File: config.mk
export PLATFORM = sky130hd
export DESIGN_NAME = ps2_key_receiver
export DESIGN_NICKNAME = d
export VERILOG_FILES = /design/src/rtl/ps2_key_receiver.sv
export SDC_FILE = /design/constraint.sdc
export NUM_CORES = 1
export LEC_CHECK = 0
export ABC_CLOCK_PERIOD_IN_PS = 1800
export BUFFER_PORTS_ARGS = -buffer_cell sky130_fd_sc_hd__buf_2
export CAP_MARGIN = 0
export CORE_ASPECT_RATIO = 0.9
export CORE_MARGIN = 5
export CORE_UTILIZATION = 40
export CTS_CLUSTER_DIAMETER = 40
export DETAILED_ROUTE_END_ITERATION = 12
export PLACE_DENSITY = 0.6
export SLEW_MARGIN = 20
export SYNTH_ARGS = -nofsm -noshare
export SYNTH_HDL_FRONTEND = slang
export SYNTH_SLANG_ARGS = --single-unit
File: constraint.sdc
create_clock -name systemClock -period 1.8 [get_ports systemClock]
set_input_delay 0.09 -clock systemClock [delete_from_list [all_inputs] [get_ports systemClock]]
set_output_delay 0.09 -clock systemClock [all_outputs]
set_load 0.05 [all_outputs]
File: src/rtl/ps2_key_receiver.sv
// ps2_key_receiver: PS/2 keyboard front end for the whack-a-mole game.
// Deframes 11-bit PS/2 frames, follows make/break sequences, maps four game
// keys to a 2-bit hole index and suppresses typematic repeats.
// Optional feature macro: PS2_EXTENDED_EN adds E0-prefixed arrow keys
// (E0 6B/75/72/74 -> holes 0..3) that share the held-key mask with the letters.
// Handshake: codeValid, ifPressed and frameErr are single-cycle strobes with no
// back-pressure; rawCode/keyPressed are valid whenever their strobe is high
// and hold their value until the next accepted update.
// o_dbg_state exposes the deframer state (0 IDLE, 1 DATA, 2 PARITY, 3 STOP).
module ps2_key_receiver #(
    parameter int         TIMEOUT_CYCLES = 100000,
    parameter logic [7:0] KEY0_CODE      = 8'h1C,
    parameter logic [7:0] KEY1_CODE      = 8'h1B,
    parameter logic [7:0] KEY2_CODE      = 8'h23,
    parameter logic [7:0] KEY3_CODE      = 8'h2B
) (
    input  logic       systemClock,
    input  logic       reset,
    input  logic       ps2clock,
    input  logic       ps2data,
    output logic [1:0] keyPressed,
    output logic       ifPressed,
    output logic [7:0] rawCode,
    output logic       codeValid,
    output logic       frameErr,
    output logic [1:0] o_dbg_state
);

    localparam logic [1:0] ST_IDLE   = 2'd0;
    localparam logic [1:0] ST_DATA   = 2'd1;
    localparam logic [1:0] ST_PARITY = 2'd2;
    localparam logic [1:0] ST_STOP   = 2'd3;

    localparam int         TW       = (TIMEOUT_CYCLES > 2) ? $clog2(TIMEOUT_CYCLES) : 2;
    localparam logic [TW-1:0] TMO_LAST = TW'(TIMEOUT_CYCLES - 1);

    logic          r_clk_s1, r_clk_s2, r_clk_prev;
    logic          r_dat_s1, r_dat_s2;
    logic [1:0]    r_state;
    logic [2:0]    r_bit_cnt;
    logic [7:0]    r_shift;
    logic          r_parity;
    logic [TW-1:0] r_tmo;
    logic [3:0]    r_held;
    logic          r_break_pending;
`ifdef PS2_EXTENDED_EN
    logic          r_ext_pending;
`endif

    logic          w_fall;
    logic          w_timeout;
    logic          w_stop_ok;
    logic          w_accept;
    logic          w_reject;
    logic          w_key_hit;
    logic [1:0]    w_key_idx;

    assign o_dbg_state = r_state;

    // Two-flop synchronisers plus a delayed copy of the clock for edge detection.
    always_ff @(posedge systemClock or negedge reset) begin
        if (!reset) begin
            r_clk_s1   <= 1'b1;
            r_clk_s2   <= 1'b1;
            r_clk_prev <= 1'b1;
            r_dat_s1   <= 1'b1;
            r_dat_s2   <= 1'b1;
        end else begin
            r_clk_s1   <= ps2clock;
            r_clk_s2   <= r_clk_s1;
            r_clk_prev <= r_clk_s2;
            r_dat_s1   <= ps2data;
            r_dat_s2   <= r_dat_s1;
        end
    end

    assign w_fall    = r_clk_prev & ~r_clk_s2;
    // A falling edge in the same cycle as the last count still belongs to the frame.
    assign w_timeout = (r_state != ST_IDLE) && !w_fall && (r_tmo == TMO_LAST);
    // Odd parity: data bits plus parity bit must contain an odd number of ones.
    assign w_stop_ok = r_dat_s2 & (^{r_shift, r_parity});
    assign w_accept  = (r_state == ST_STOP) && w_fall && w_stop_ok;
    assign w_reject  = (r_state == ST_STOP) && w_fall && !w_stop_ok;

    // Deframer FSM: start bit, 8 data bits LSB-first, parity, stop, with inter-edge timeout.
    always_ff @(posedge systemClock or negedge reset) begin
        if (!reset) begin
            r_state   <= ST_IDLE;
            r_bit_cnt <= 3'd0;
            r_shift   <= 8'd0;
            r_parity  <= 1'b0;
            r_tmo     <= '0;
            frameErr  <= 1'b0;
        end else begin
            frameErr <= w_reject | w_timeout;
            if (r_state == ST_IDLE) begin
                r_tmo <= '0;
            end else if (w_fall || w_timeout) begin
                r_tmo <= '0;
            end else begin
                r_tmo <= r_tmo + TW'(1);
            end

            if (w_timeout) begin
                r_state   <= ST_IDLE;
                r_bit_cnt <= 3'd0;
            end else if (w_fall) begin
                case (r_state)
                    ST_IDLE: begin
                        if (!r_dat_s2) begin
                            r_state   <= ST_DATA;
                            r_bit_cnt <= 3'd0;
                        end
                    end
                    ST_DATA: begin
                        r_shift <= {r_dat_s2, r_shift[7:1]};
                        if (r_bit_cnt == 3'd7) begin
                            r_state   <= ST_PARITY;
                            r_bit_cnt <= 3'd0;
                        end else begin
                            r_bit_cnt <= r_bit_cnt + 3'd1;
                        end
                    end
                    ST_PARITY: begin
                        r_parity <= r_dat_s2;
                        r_state  <= ST_STOP;
                    end
                    default: begin
                        r_state <= ST_IDLE;
                    end
                endcase
            end
        end
    end

    // Map the freshly received byte to a hole index; arrows only right after E0.
    always_comb begin
        w_key_hit = 1'b0;
        w_key_idx = 2'd0;
`ifdef PS2_EXTENDED_EN
        if (r_ext_pending) begin
            case (r_shift)
                8'h6B:   begin w_key_hit = 1'b1; w_key_idx = 2'd0; end
                8'h75:   begin w_key_hit = 1'b1; w_key_idx = 2'd1; end
                8'h72:   begin w_key_hit = 1'b1; w_key_idx = 2'd2; end
                8'h74:   begin w_key_hit = 1'b1; w_key_idx = 2'd3; end
                default: begin w_key_hit = 1'b0; w_key_idx = 2'd0; end
            endcase
        end else
`endif
        begin
            if (r_shift == KEY0_CODE) begin
                w_key_hit = 1'b1;
                w_key_idx = 2'd0;
            end else if (r_shift == KEY1_CODE) begin
                w_key_hit = 1'b1;
                w_key_idx = 2'd1;
            end else if (r_shift == KEY2_CODE) begin
                w_key_hit = 1'b1;
                w_key_idx = 2'd2;
            end else if (r_shift == KEY3_CODE) begin
                w_key_hit = 1'b1;
                w_key_idx = 2'd3;
            end
        end
    end

    // Make/break tracking and output strobes, updated only by accepted bytes.
    always_ff @(posedge systemClock or negedge reset) begin
        if (!reset) begin
            keyPressed      <= 2'd0;
            ifPressed       <= 1'b0;
            rawCode         <= 8'd0;
            codeValid       <= 1'b0;
            r_held          <= 4'b0;
            r_break_pending <= 1'b0;
`ifdef PS2_EXTENDED_EN
            r_ext_pending   <= 1'b0;
`endif
        end else begin
            codeValid <= 1'b0;
            ifPressed <= 1'b0;
            if (w_accept) begin
                rawCode   <= r_shift;
                codeValid <= 1'b1;
                if (r_shift == 8'hF0) begin
                    r_break_pending <= 1'b1;
                end else if (r_break_pending) begin
                    r_break_pending <= 1'b0;
                    if (w_key_hit) begin
                        r_held[w_key_idx] <= 1'b0;
                    end
`ifdef PS2_EXTENDED_EN
                    r_ext_pending <= 1'b0;
                end else if (r_shift == 8'hE0) begin
                    r_ext_pending <= 1'b1;
`endif
                end else begin
`ifdef PS2_EXTENDED_EN
                    r_ext_pending <= 1'b0;
`endif
                    // A held key repeating (typematic) must not count as a new hit.
                    if (w_key_hit && !r_held[w_key_idx]) begin
                        keyPressed        <= w_key_idx;
                        ifPressed         <= 1'b1;
                        r_held[w_key_idx] <= 1'b1;
                    end
                end
            end
        end
    end

endmodule

==> results of run 1 <==
[logic make-up (layout without fill, tap and decap cells)]
family	after synthesis	after routing	share of synthesized area (%)
compound gates	16	16	4.259
xor+xnor	22	22	8.277
fa+ha+maj	7	7	3.388
buf+inv	15	67	2.565
flops	54	54	52.52
mux	23	23	11.18
simple gates	88	88	17.81
[cell type report]
class | instances | area, sq um | share of cell area, %
clock buffer | 6 | 72.57 | 2.225
clock inverter | 2 | 37.54 | 1.151
inverter | 8 | 30.03 | 0.9206
multi-input combinational | 156 | 1279 | 39.20
sequential | 54 | 1360 | 41.70
tap | 87 | 108.9 | 3.337
timing repair buffer | 51 | 374.1 | 11.47
[critical path, cell delays in order (launching register included)]
cell and delay [ns]:
dfrtp_1 0.40, xnor2_1 0.17, xnor3_1 0.46, xor2_2 0.17, buf_4 0.15, nand4_1 0.12, mux2_2 0.35
[metal layers]
metal | vias to the layer above | routed length, um
met1 | 862 | 2552
met4 | 0 | 87
met5 | - | 0
li1 | 876 | -
met2 | 30 | 2071
met3 | 8 | 169
[state kept, by name (all words and copies together) (netlist names), 2 cells and up, named ones only]
signal,cells
keyPressed,2
o_dbg_state,2
r_bit_cnt,3
r_shift,8
r_tmo,17
rawCode,8
[power by group through the flow]
stage | sequential (mW) | combinational [mW] | clock [mW]
after floorplan | 1.74 | 0.960 | 0
after global placement | 1.54 | 1.87 | 0
after detailed placement | 1.55 | 1.88 | 0
after CTS | 1.53 | 1.93 | 0.841
after global routing | 1.56 | 2.29 | 0.890
final | 1.53 | 2.10 | 0.810
[synthesized netlist by cell type, drive strengths merged (3+ instances only)]
cell	instances	area share [%]
nor3	4	0.77
mux2i	3	1.2
nand3	13	2.5
dfrtp	49	47
o21ai	4	0.77
dfstp	5	5.1
nor2b	5	1.2
inv	8	1.2
xor2	11	4.0
nand4	6	1.5
nor2	26	3.8
o211ai	3	0.87
buf	3	0.82
xnor2	10	3.4
and3	5	1.2
nand2	12	1.7
mux2	20	10
ha	7	3.4
clkbuf	4	0.58
[timing repair]
item,4_1_cts,5_1_grt
resized for setup,6,31
endpoints found under the setup margin,24,41
endpoints found under the hold margin,20,0
pin swaps,3,9
buffers inserted,2,0
gates cloned,1,1
hold buffers,3,0
[worst min-delay path by stage]
stage | end
CTS | rawCode[6]$_DFFE_PN0N_
global route | rawCode[6]$_DFFE_PN0N_
floorplan | asynchronous set/reset pin
detailed placement | rawCode[6]$_DFFE_PN0N_
finish | codeValid$_DFF_PN0_
global placement | codeValid$_DFF_PN0_
==> qor.csv, run 1 <==
stage;metric;value;unit
final_layout;Area Overhead vs Synth;26.19;%
critical_path;CP required;2.00;ns
routing;Detailed Routing Iterations Pass 1;4;
floorplan;Core ar.;6216;sq um
placement;Place WS;-0.1572;ns
worst_hold_path;Hold Path Class;in -> async;
job;Max Cap Viol;0;
clock_tree;clock latency on the worst-skew pair;0.31;ns
final_layout;post-layout util;52.48;%
floorplan;Die ar.;8172;sq um
final_layout;# diodes;0;
routing;vias;1776;
timing;max_slew headroom;62.53;%
global_route;grt total ovfl;0;
timing;fmax;519.1;MHz
global_route;grt met1 use;18.68;%
floorplan;I/O pins;19;
routing;Via density;4.879;
critical_path;Crit. End Element;flip-flop;
clock_tree;number of CTS-inserted buffers;5;
floorplan;# rows;27;
critical_path;CP endpoint;keyPressed[1]$_DFFE_PN0P_;
synth;ys flop type;dfrtp_1;
timing;final count of hold timing violations;0;
global_route;GRT Overall Usage;13.14;%
clock_tree;H-tree depth;2;
synth;Ys Warns;0;
synth;Post-synth EDFFs;0;
timing;crit path time final;1.926;ns
placement;placed cells;350;
critical_path;r2r worst-path depth;6;
pwr;Pwr per Cell Area;1360;nW/um^2
final_layout;Post-Layout Cell Count;364;
critical_path;r2r setup slk;-0.13;ns
final_layout;fraction of layout instances using a drive strength above 1;38.99;%
synth;Synth Instances;225;
placement;Final GP Congestion;0.8254;
timing;Clock Skew;0.01091;ns
routing;Post-Route WL;4.880;mm
pwr;Power, Total;4.435;mW
synth;Netlist cell types;41;
synth;FFs w/ async S/R, synth;100.0;%
clock_tree;Sink Count;54;
global_route;largest net degree at the start of global routing;26;
pwr;combinational power share;47.3;%
critical_path;arrival time worst endpoint;2.13;ns
synth;Netlist Area Pre-Place;2585;sq um
run_status;failing checks;negative setup slack;
critical_path;critical path type;reg -> reg;
final_layout;Finished Cell Area;3262;sq um
run_status;outcome;finished with violations;
pwr;sequential power share;34.4;%
pwr;LEAKAGE;1.537;nW
final_layout;FILL cells;582;
synth;Seq/Total Area, Yosys;52.52;%
timing;Finish-stage setup viols;14;
final_layout;Final #Nets;287;
pwr;Int Power;2.834;mW
timing;post-route clock period utilization;107.0;%
pwr;NetSw;1.601;mW
routing;DRC;0;
final_layout;most common cell after layout, fill and taps aside;dfrtp_1;
timing;Hold WS;0.2941;ns
global_route;met3 usage;2.951;%
timing;RSZ-0062 raised after global routing;yes;
placement;buffers added on ports;18;
global_route;initial antenna violation count;0;
critical_path;Reg2Reg Capture Point;keyPressed[1]$_DFFE_PN0P_;
synth;Syn Area/Cell;11.49;sq um
critical_path;Max Fanout on Critical Path;3;
routing;routed len/inst;13.41;um
global_route;GRT Max-Usage Layer;met2;
timing;Final Slew Violations;0;
routing;DRT antenna net count;0;
timing;worst-margin pin slew;0.5621;ns
placement;DP Wirelength;3.475;mm
global_route;global-route wire length before repair;8.445;mm
clock_tree;Clk pin slew, worst setup/hold paths;0.10;ns
timing;final setup margin;-0.1263;ns
floorplan;Die Wd;94.74;um
clock_tree;clock root buffer;clkbuf_8;
clock_tree;CTS tree;yes;
critical_path;critical path launch point type;flip-flop;
placement;placed cell areas;2958;sq um
final_layout;leading cell types in the layout, fill and taps excluded;dfrtp_1 (47), buf_4 (27), buf_2 (18), nand3_1 (13);
pwr;power share of the clock group;18.3;%
global_route;met2 Use GR;19.46;%
synth;register bit total from synthesis;54;
synth;synthesized net count;236;
global_route;number of global-route vias before repair;1772;
timing;Setup TNS;-1.107;ns
floorplan;Starting Density;41.59;%
floorplan;Die H;86.27;um
pwr;worst vdd ir;0.8541;mV
routing;drt initial violations;87;
pwr;switching portion of total power;36.09;%
critical_path;worst reg2reg startpoint;r_shift[7]$_DFFE_PN0P_;
critical_path;CP startpoint;r_shift[7]$_DFFE_PN0P_;
clock_tree;clock tree buffer depth;2;
Note: power is estimated with default switching activity, not from simulation.
==> run 2: changes to the inputs <==
--- a/config.mk
+++ b/config.mk
@@ -5,15 +5,18 @@
 export SDC_FILE = /design/constraint.sdc
 export NUM_CORES = 1
 export LEC_CHECK = 0
+export ABC_AREA = 1
 export ABC_CLOCK_PERIOD_IN_PS = 1800
 export BUFFER_PORTS_ARGS = -buffer_cell sky130_fd_sc_hd__buf_2
 export CAP_MARGIN = 0
+export CELL_PAD_IN_SITES_DETAIL_PLACEMENT = 1
+export CELL_PAD_IN_SITES_GLOBAL_PLACEMENT = 1
 export CORE_ASPECT_RATIO = 0.9
 export CORE_MARGIN = 5
 export CORE_UTILIZATION = 40
 export CTS_CLUSTER_DIAMETER = 40
 export DETAILED_ROUTE_END_ITERATION = 12
-export PLACE_DENSITY = 0.6
+export PLACE_DENSITY = 0.75
 export SLEW_MARGIN = 20
 export SYNTH_ARGS = -nofsm -noshare
 export SYNTH_HDL_FRONTEND = slang
==> run 2 against run 1 <==
The flow still finishes with violations (negative setup slack). Sequential power is 8% higher. Fmax is 5.7% higher. Global-route usage is 3.9 points higher. Clock power is 15% lower. Worst hold slack worse by 0.023 ns. Final cell count is 35% higher. Cell area is 11% higher. Flip-flop and latch count stayed put. Die area is 6.9% higher. Synthesized cell count is 52% higher. First-iteration DRC count is 1.1% higher. Largest power group unchanged. Highest routed layer unchanged.
==> qor.csv, run 2 <==
stage;metric;value;unit;change
clock_tree;clock tree buffer depth;2;;unchanged
routing;Detailed Routing Iterations Pass 1;4;;unchanged
synth;post-synth top area cell;dfrtp_1;;
critical_path;critical path type;reg -> reg;;
timing;RSZ-0062 raised after global routing;yes;;
synth;register bit total from synthesis;54;;unchanged
timing;post-route clock period utilization;101.2;%;-5.8 points
synth;synthesized net count;353;;+50%
final_layout;Area Overhead vs Synth;29.46;%;
placement;DP Wirelength;4.879;mm;+40%
run_status;failing checks;negative setup slack;;
floorplan;Starting Density;41.64;%;+0.056 points
synth;Netlist Area Pre-Place;2786;sq um;+7.8%
critical_path;CP required;2.01;ns;about the same
floorplan;Die H;89.18;um;+3.4%
floorplan;I/O pins;19;;unchanged
timing;Clock Skew;0.005862;ns;-0.005048 ns
global_route;GRT Max-Usage Layer;met2;;
critical_path;Crit. End Element;flip-flop;;
final_layout;area of the multi-input gates;1415;sq um;+11%
global_route;global-route wire length before repair;11.98;mm;+42%
synth;post-synth top area share;44.01;%;-3.4 points
final_layout;post-layout util;53.91;%;+1.4 points
placement;buffers added on ports;18;;unchanged
timing;Finish-stage setup viols;4;;-10
synth;Synth Instances;342;;+52%
clock_tree;Clk pin slew, worst setup/hold paths;0.10;ns;about the same
pwr;Pwr per Cell Area;1240;nW/um^2;-8.8%
global_route;met2 Use GR;30.22;%;+11 points
pwr;worst vdd ir;0.6580;mV;-23%
synth;main area contributors after synthesis;dfrtp_1 (44%), nand2_1 (12%), nor2_1 (5.1%);;
final_layout;FILL cells;778;;+34%
floorplan;# rows;28;;+3.7%
job;Max Cap Viol;0;;unchanged
timing;max_slew headroom;68.20;%;+5.7 points
timing;final count of hold timing violations;0;;unchanged
clock_tree;H-tree depth;2;;unchanged
routing;DRT antenna net count;0;;unchanged
synth;Netlist cell types;32;;-22%
final_layout;Reg area;1369;sq um;+0.64%
global_route;number of global-route vias before repair;2523;;+42%
synth;synth cell count leaders;nand2_1 (91), dfrtp_1 (49), nor2_1 (38);;
worst_hold_path;Hold Path Class;in -> async;;
timing;worst-margin pin slew;0.4758;ns;-0.08630 ns
global_route;largest net degree at the start of global routing;37;;+42%
final_layout;max reg flops;17;;unchanged
synth;most numerous cell in the Yosys netlist;nand2_1;;
routing;Post-Route WL;7.277;mm;+49%
final_layout;fraction of layout instances using a drive strength above 1;38.31;%;-0.68 points
clock_tree;number of CTS-inserted buffers;5;;unchanged
critical_path;Max Fanout on Critical Path;5;;+2
timing;Final Slew Violations;0;;unchanged
clock_tree;CTS tree;yes;;
global_route;met3 usage;3.432;%;+0.48 points
critical_path;arrival time worst endpoint;2.04;ns;-0.09 ns
placement;placed cell areas;3187;sq um;+7.7%
floorplan;Die Wd;97.98;um;+3.4%
clock_tree;clock root buffer;clkbuf_8;;
routing;Via density;4.957;;+1.6%
global_route;grt met1 use;21.61;%;+2.9 points
timing;crit path time final;1.822;ns;-0.1046 ns
final_layout;# diodes;0;;unchanged
timing;fmax;548.9;MHz;+5.7%
routing;vias;2439;;+37%
placement;Final GP Congestion;0.8127;;-1.5%
routing;DRC;0;;unchanged
timing;final setup margin;-0.02169;ns;+0.1046 ns
floorplan;Die ar.;8737;sq um;+6.9%
clock_tree;Sink Count;54;;unchanged
final_layout;Reg with most FFs;r_tmo;;
critical_path;critical path launch point type;flip-flop;;
synth;Post-synth EDFFs;0;;unchanged
synth;Syn Area/Cell;8.147;sq um;-29%
floorplan;Core ar.;6691;sq um;+7.6%
final_layout;Regs by FF count;r_tmo (17), r_shift (8), rawCode (8);;
final_layout;leading cell types in the layout, fill and taps excluded;nand2_1 (76), dfrtp_1 (40), inv_1 (30), buf_4 (28), nor2_1 (26);;
clock_tree;clock latency on the worst-skew pair;0.31;ns;about the same
synth;FFs w/ async S/R, synth;100.0;%;unchanged
synth;Seq/Total Area, Yosys;48.72;%;-3.8 points
global_route;GRT Overall Usage;17.04;%;+3.9 points
synth;Ys Warns;0;;unchanged
synth;ys flop type;dfrtp_1;;
final_layout;Finished Cell Area;3607;sq um;+11%
final_layout;most common cell after layout, fill and taps aside;nand2_1;;
routing;drt initial violations;88;;+1.1%
pwr;LEAKAGE;1.757;nW;+14%
global_route;grt total ovfl;0;;unchanged
routing;routed len/inst;14.79;um;+10%
run_status;outcome;finished with violations;;
global_route;initial antenna violation count;0;;unchanged
final_layout;Final #Nets;412;;+44%
-- run 2: cell count changes after synthesis, moves of 6 or more --
cell	before	now
inv_1	8	35
inv_2	0	14
mux2_2	11	0
mux2_4	9	0
nand2_1	12	91
nand3_1	13	22
nand4_1	6	12
nor2_1	26	38
o21ai_0	3	16
o21ai_2	0	9
xnor2_1	10	2
-- run 2: layout make-up --
class | count | area share [%]
tap | 90 | 3.122
clock inverter | 2 | 0.3815
clock buffer | 6 | 2.012
timing repair buffer | 55 | 11.76
inverter | 50 | 5.550
multi-input combinational | 235 | 39.23
sequential | 54 | 37.95
-- run 2: cells by family after synthesis --
group / after synthesis / share of synthesized area, %
compound gates: 35 / 7.814
fa+ha+maj: 7 / 3.143
simple gates: 185 / 30.27
flops: 54 / 48.72
buf+inv: 53 / 7.544
xor+xnor: 8 / 2.515
-- run 2: path summary, 6_finish.rpt --
check | slack, ns | end | cells after the start | startpoint
min in group systemClock | 0.36 | r_dat_s2$_DFF_PN1_ | 0 | r_dat_s1$_DFF_PN1_
max | -0.02 | flip-flop | 12 | r_shift[6]$_DFFE_PN0P_
max in group asynchronous | 0.90 | r_dat_s2$_DFF_PN1_ | 3 | reset
min reg2reg | 0.36 | r_dat_s2$_DFF_PN1_ | 0 | r_dat_s1$_DFF_PN1_
min | 0.27 | rawCode[3]$_DFFE_PN0N_ | 2 | reset
max reg2reg | -0.02 | flip-flop | 12 | r_shift[6]$_DFFE_PN0P_
-- run 2: metrics by stage --
stage	setup TNS [ns]	hold WS (ns)	power (mW)	setup WS, ns	cells
2_1_floorplan	-0.03489	-0.2056	2.813	-0.02831	342
3_3_place_gp	0	0.07157	3.290	0.03002	471
3_5_place_dp	-0.02100	0.07482	3.366	-0.004533	471
4_1_cts	-0.05428	0.2740	4.118	-0.01719	484
5_1_grt	-1.549	0.3186	4.822	-0.1549	492
6_report	-0.04918	0.2712	4.472	-0.02169	492
-- run 2: report_power, final --
| part | switching (mW) | internal (mW) |
|---|---|---|
| Combinational | 1.34 | 0.790 |
| Sequential | 0.239 | 1.41 |
| Clock | 0.415 | 0.276 |
-- run 2: worst max-delay path, stage by stage (launching register included) --
cell	delay (ns)
dfrtp_1	0.47
nor2_2	0.18
nand3_1	0.14
nor2_1	0.28
nand2_1	0.08
nand2_1	0.08
inv_2	0.03
nand3b_2	0.09
nand2_2	0.11
inv_2	0.09
nor2_4	0.05
nand3_2	0.07
nand2_1	0.05
-- run 2: what timing repair did --
item | CTS | global route
pin swaps | 1 | 21
hold endpoints to repair | 20 | 0
endpoints found under the setup margin | 20 | 34
setup buffers | 2 | 8
hold buffers | 3 | 0
gates resized for setup | 5 | 58
-- run 2: layer usage --
metal	routed length [um]	up-vias
met3	243	11
met5	0	-
met2	3635	37
met1	3264	1185
met4	135	0
li1	-	1206
==> run 3: changes to the inputs <==
--- a/config.mk
+++ b/config.mk
@@ -13,10 +13,9 @@
 export CELL_PAD_IN_SITES_GLOBAL_PLACEMENT = 1
 export CORE_ASPECT_RATIO = 0.9
 export CORE_MARGIN = 5
-export CORE_UTILIZATION = 40
-export CTS_CLUSTER_DIAMETER = 40
+export CORE_UTILIZATION = 28
 export DETAILED_ROUTE_END_ITERATION = 12
-export PLACE_DENSITY = 0.75
+export PLACE_DENSITY = 0.56
 export SLEW_MARGIN = 20
 export SYNTH_ARGS = -nofsm -noshare
 export SYNTH_HDL_FRONTEND = slang
==> run 3 against run 2 <==
Cell area increased by 3.0%. The run now ends clean. Sequential share of layout area decreased by 1.1 points. Sequential power shrank 3%. Flip-flop and latch count is the same. Final cell count is 8.7% higher. Routed wire length shrank 5.6%. Global-route usage fell by 5.2 points. Clock power up 26%. Clock skew rose by 0.0034 ns. Largest cell class unchanged.
==> qor.csv, run 3 (same netlist as run 2, synthesis figures left out) <==
stage;metric;value;unit;change
final_layout;Final #Nets;419;;+1.7%
timing;final setup margin;0.02615;ns;+0.04784 ns
clock_tree;Clk pin slew, worst setup/hold paths;0.10;ns;about the same
routing;DRT antenna net count;0;;unchanged
final_layout;Area Overhead vs Synth;33.32;%;
floorplan;Die Wd;115.2;um;+18%
critical_path;arrival time worst endpoint;2.03;ns;about the same
critical_path;critical path type;reg -> reg;;
worst_hold_path;Hold Path Class;in -> async;;
routing;drt initial violations;67;;-24%
routing;vias;2409;;-1.2%
critical_path;CP required;2.05;ns;+0.04 ns
pwr;NetSw;1.903;mW;-4.7%
placement;placed cell areas;3247;sq um;+1.9%
placement;buffers added on ports;18;;unchanged
final_layout;FILL cells;1169;;+50%
critical_path;CP peak stage delay;0.46;ns;about the same
clock_tree;Sink Count;54;;unchanged
critical_path;crit-path cells;buf_6 -> nand2_4 -> inv_2 -> nor2_2 -> nand2_2 -> nand2_2 -> nand2_2 -> nand2_2 -> nand2_1 -> nand2_1 -> nand4_1 -> nor2_4 -> nand3_2 -> nand2_1;;
final_layout;post-layout util;38.30;%;-16 points
final_layout;Regs by FF count;r_tmo (17), r_shift (8), rawCode (8);;
routing;Via density;4.503;;-9.2%
final_layout;# diodes;0;;unchanged
global_route;GRT Overall Usage;11.88;%;-5.2 points
placement;Place WS;-0.01861;ns;-0.01408 ns
clock_tree;clock root buffer;clkbuf_8;;
floorplan;Core ar.;9699;sq um;+45%
pwr;Int Power;2.668;mW;+7.8%
pwr;sequential power share;35.1;%;-1.7 points
global_route;number of global-route vias before repair;2465;;-2.3%
timing;RSZ-0062 raised after global routing;yes;;
job;Max Cap Viol;0;;unchanged
pwr;Pwr per Cell Area;1230;nW/um^2;-0.75%
timing;Final Slew Violations;0;;unchanged
critical_path;Max Fanout on Critical Path;4;;-1
placement;Final GP Congestion;0.7963;;-2.0%
clock_tree;clock latency on the worst-skew pair;0.31;ns;about the same
critical_path;Crit-path slowest cell;dfrtp_2;;
timing;post-route clock period utilization;98.55;%;-2.7 points
timing;Setup TNS;0;ns;+0.04918 ns
critical_path;most used cell, CP;nand2_2;;
timing;final count of hold timing violations;0;;unchanged
timing;max_slew headroom;67.68;%;-0.52 points
clock_tree;H-tree depth;2;;unchanged
critical_path;critical path launch point type;flip-flop;;
floorplan;I/O pins;19;;unchanged
floorplan;Die ar.;12050;sq um;+38%
critical_path;Crit. End Element;flip-flop;;
global_route;grt total ovfl;0;;unchanged
timing;fmax;563.7;MHz;+2.7%
timing;Hold WS;0.2935;ns;+0.02233 ns
final_layout;Finished Cell Area;3715;sq um;+3.0%
global_route;largest net degree at the start of global routing;55;;+49%
clock_tree;number of CTS-inserted buffers;5;;unchanged
pwr;LEAKAGE;1.798;nW;+2.3%
run_status;outcome;complete, no violations;;
timing;Clock Skew;0.009258;ns;+0.003396 ns
global_route;global-route wire length before repair;11.74;mm;-2.0%
pwr;worst vdd ir;0.7235;mV;+10%
floorplan;Starting Density;28.73;%;-13 points
final_layout;leading cell types in the layout, fill and taps excluded;nand2_1 (75), dfrtp_1 (41), buf_4 (36), inv_1 (29), nor2_1 (27);;
final_layout;most common cell after layout, fill and taps aside;nand2_1;;
routing;Detailed Routing Iterations Pass 1;4;;unchanged
pwr;combinational power share;45.9;%;-1.8 points
clock_tree;CTS tree;yes;;
timing;worst-margin pin slew;0.4836;ns;+0.007853 ns
floorplan;# rows;34;;+21%
floorplan;Die H;104.6;um;+17%
timing;crit path time final;1.774;ns;-0.04784 ns
routing;Post-Route WL;6.867;mm;-5.6%
pwr;switching portion of total power;41.63;%;-3.0 points
routing;DRC;0;;unchanged
timing;Finish-stage setup viols;0;;-4
final_layout;max reg flops;17;;unchanged
clock_tree;clock tree buffer depth;2;;unchanged
global_route;initial antenna violation count;0;;unchanged
pwr;power share of the clock group;19.1;%;+3.6 points
final_layout;Reg with most FFs;r_tmo;;
final_layout;fraction of layout instances using a drive strength above 1;39.61;%;+1.3 points
placement;DP Wirelength;4.978;mm;+2.0%
routing;routed len/inst;12.84;um;-13%
[run 3: cell count changes in the layout (fill, tap and decap cells not counted), moves of 2 or more]
cell	delta
o21ai_0	-3
nor2_4	-3
inv_2	+2
buf_12	-2
nand3_2	+2
nand3_1	-2
buf_4	+8
o21ai_1	+3
nor2_2	+2
[run 3: final timing paths]
kind                                        startpoint                      to  slack, ns  cells past startpoint
worst min-delay path                             reset  rawCode[1]$_DFFE_PN0N_       0.29                      3
max in group asynchronous                        reset      r_dat_s1$_DFF_PN1_       1.19                      3
worst max-delay path            r_shift[0]$_DFFE_PN0P_               flip-flop       0.03                     14
worst max register to register  r_shift[0]$_DFFE_PN0P_               flip-flop       0.03                     14
worst min register to register      r_clk_s1$_DFF_PN1_      r_clk_s2$_DFF_PN1_       0.35                      0
min in group systemClock            r_clk_s1$_DFF_PN1_      r_clk_s2$_DFF_PN1_       0.35                      0
[run 3: cell type report]
type | count | area (sq um) | share of cell area (%)
clock buffers | 7 | 86.33 | 2.324
flip-flops and latches | 54 | 1368 | 36.81
well taps | 126 | 157.7 | 4.244
inverters | 50 | 197.7 | 5.322
clock inverters | 1 | 30.03 | 0.8084
repair buffers | 62 | 455.4 | 12.26
multi-input cells | 235 | 1420 | 38.23
[run 3: worst max-delay path, delay by kind of cell, from the launching register on]
family / cells / cell delay [ns]
flops: 1 / 0.46
buf+inv: 2 / 0.17
simple gates: 12 / 1.08
[run 3: stage by stage]
step | std cells | total power, mW
after floorplan | 342 | 2.813
after global placement | 509 | 3.351
after detailed placement | 509 | 3.395
after CTS | 521 | 4.321
after global routing | 535 | 4.965
final | 535 | 4.571
[run 3: layer usage]
metal	GRT usage (%)	vias to the layer above	part of all wire (%)
met5	0	-	0
met4	3.018	0	1.2
met3	2.312	7	2.6
met2	19.83	22	49
met1	15.73	1164	47
li1	-	1216	-
[run 3: power by group through the flow]
| stage | Clock (mW) | Combinational [mW] | Sequential, mW |
|---|---|---|---|
| 6_report | 0.872 | 2.10 | 1.60 |
| 5_1_grt | 0.966 | 2.37 | 1.63 |
| 4_1_cts | 0.908 | 1.84 | 1.57 |
| 3_5_place_dp | 0 | 1.80 | 1.59 |
| 3_3_place_gp | 0 | 1.76 | 1.59 |
| 2_1_floorplan | 0 | 1.05 | 1.77 |
[run 3: what timing repair did]
action                                 4_1_cts  5_1_grt
pin swaps                                    1       26
hold buffers                                 3        0
gates resized for setup                      4       62
setup endpoints to repair                   20       36
setup buffers                                1       14
endpoints found under the hold margin       51        0
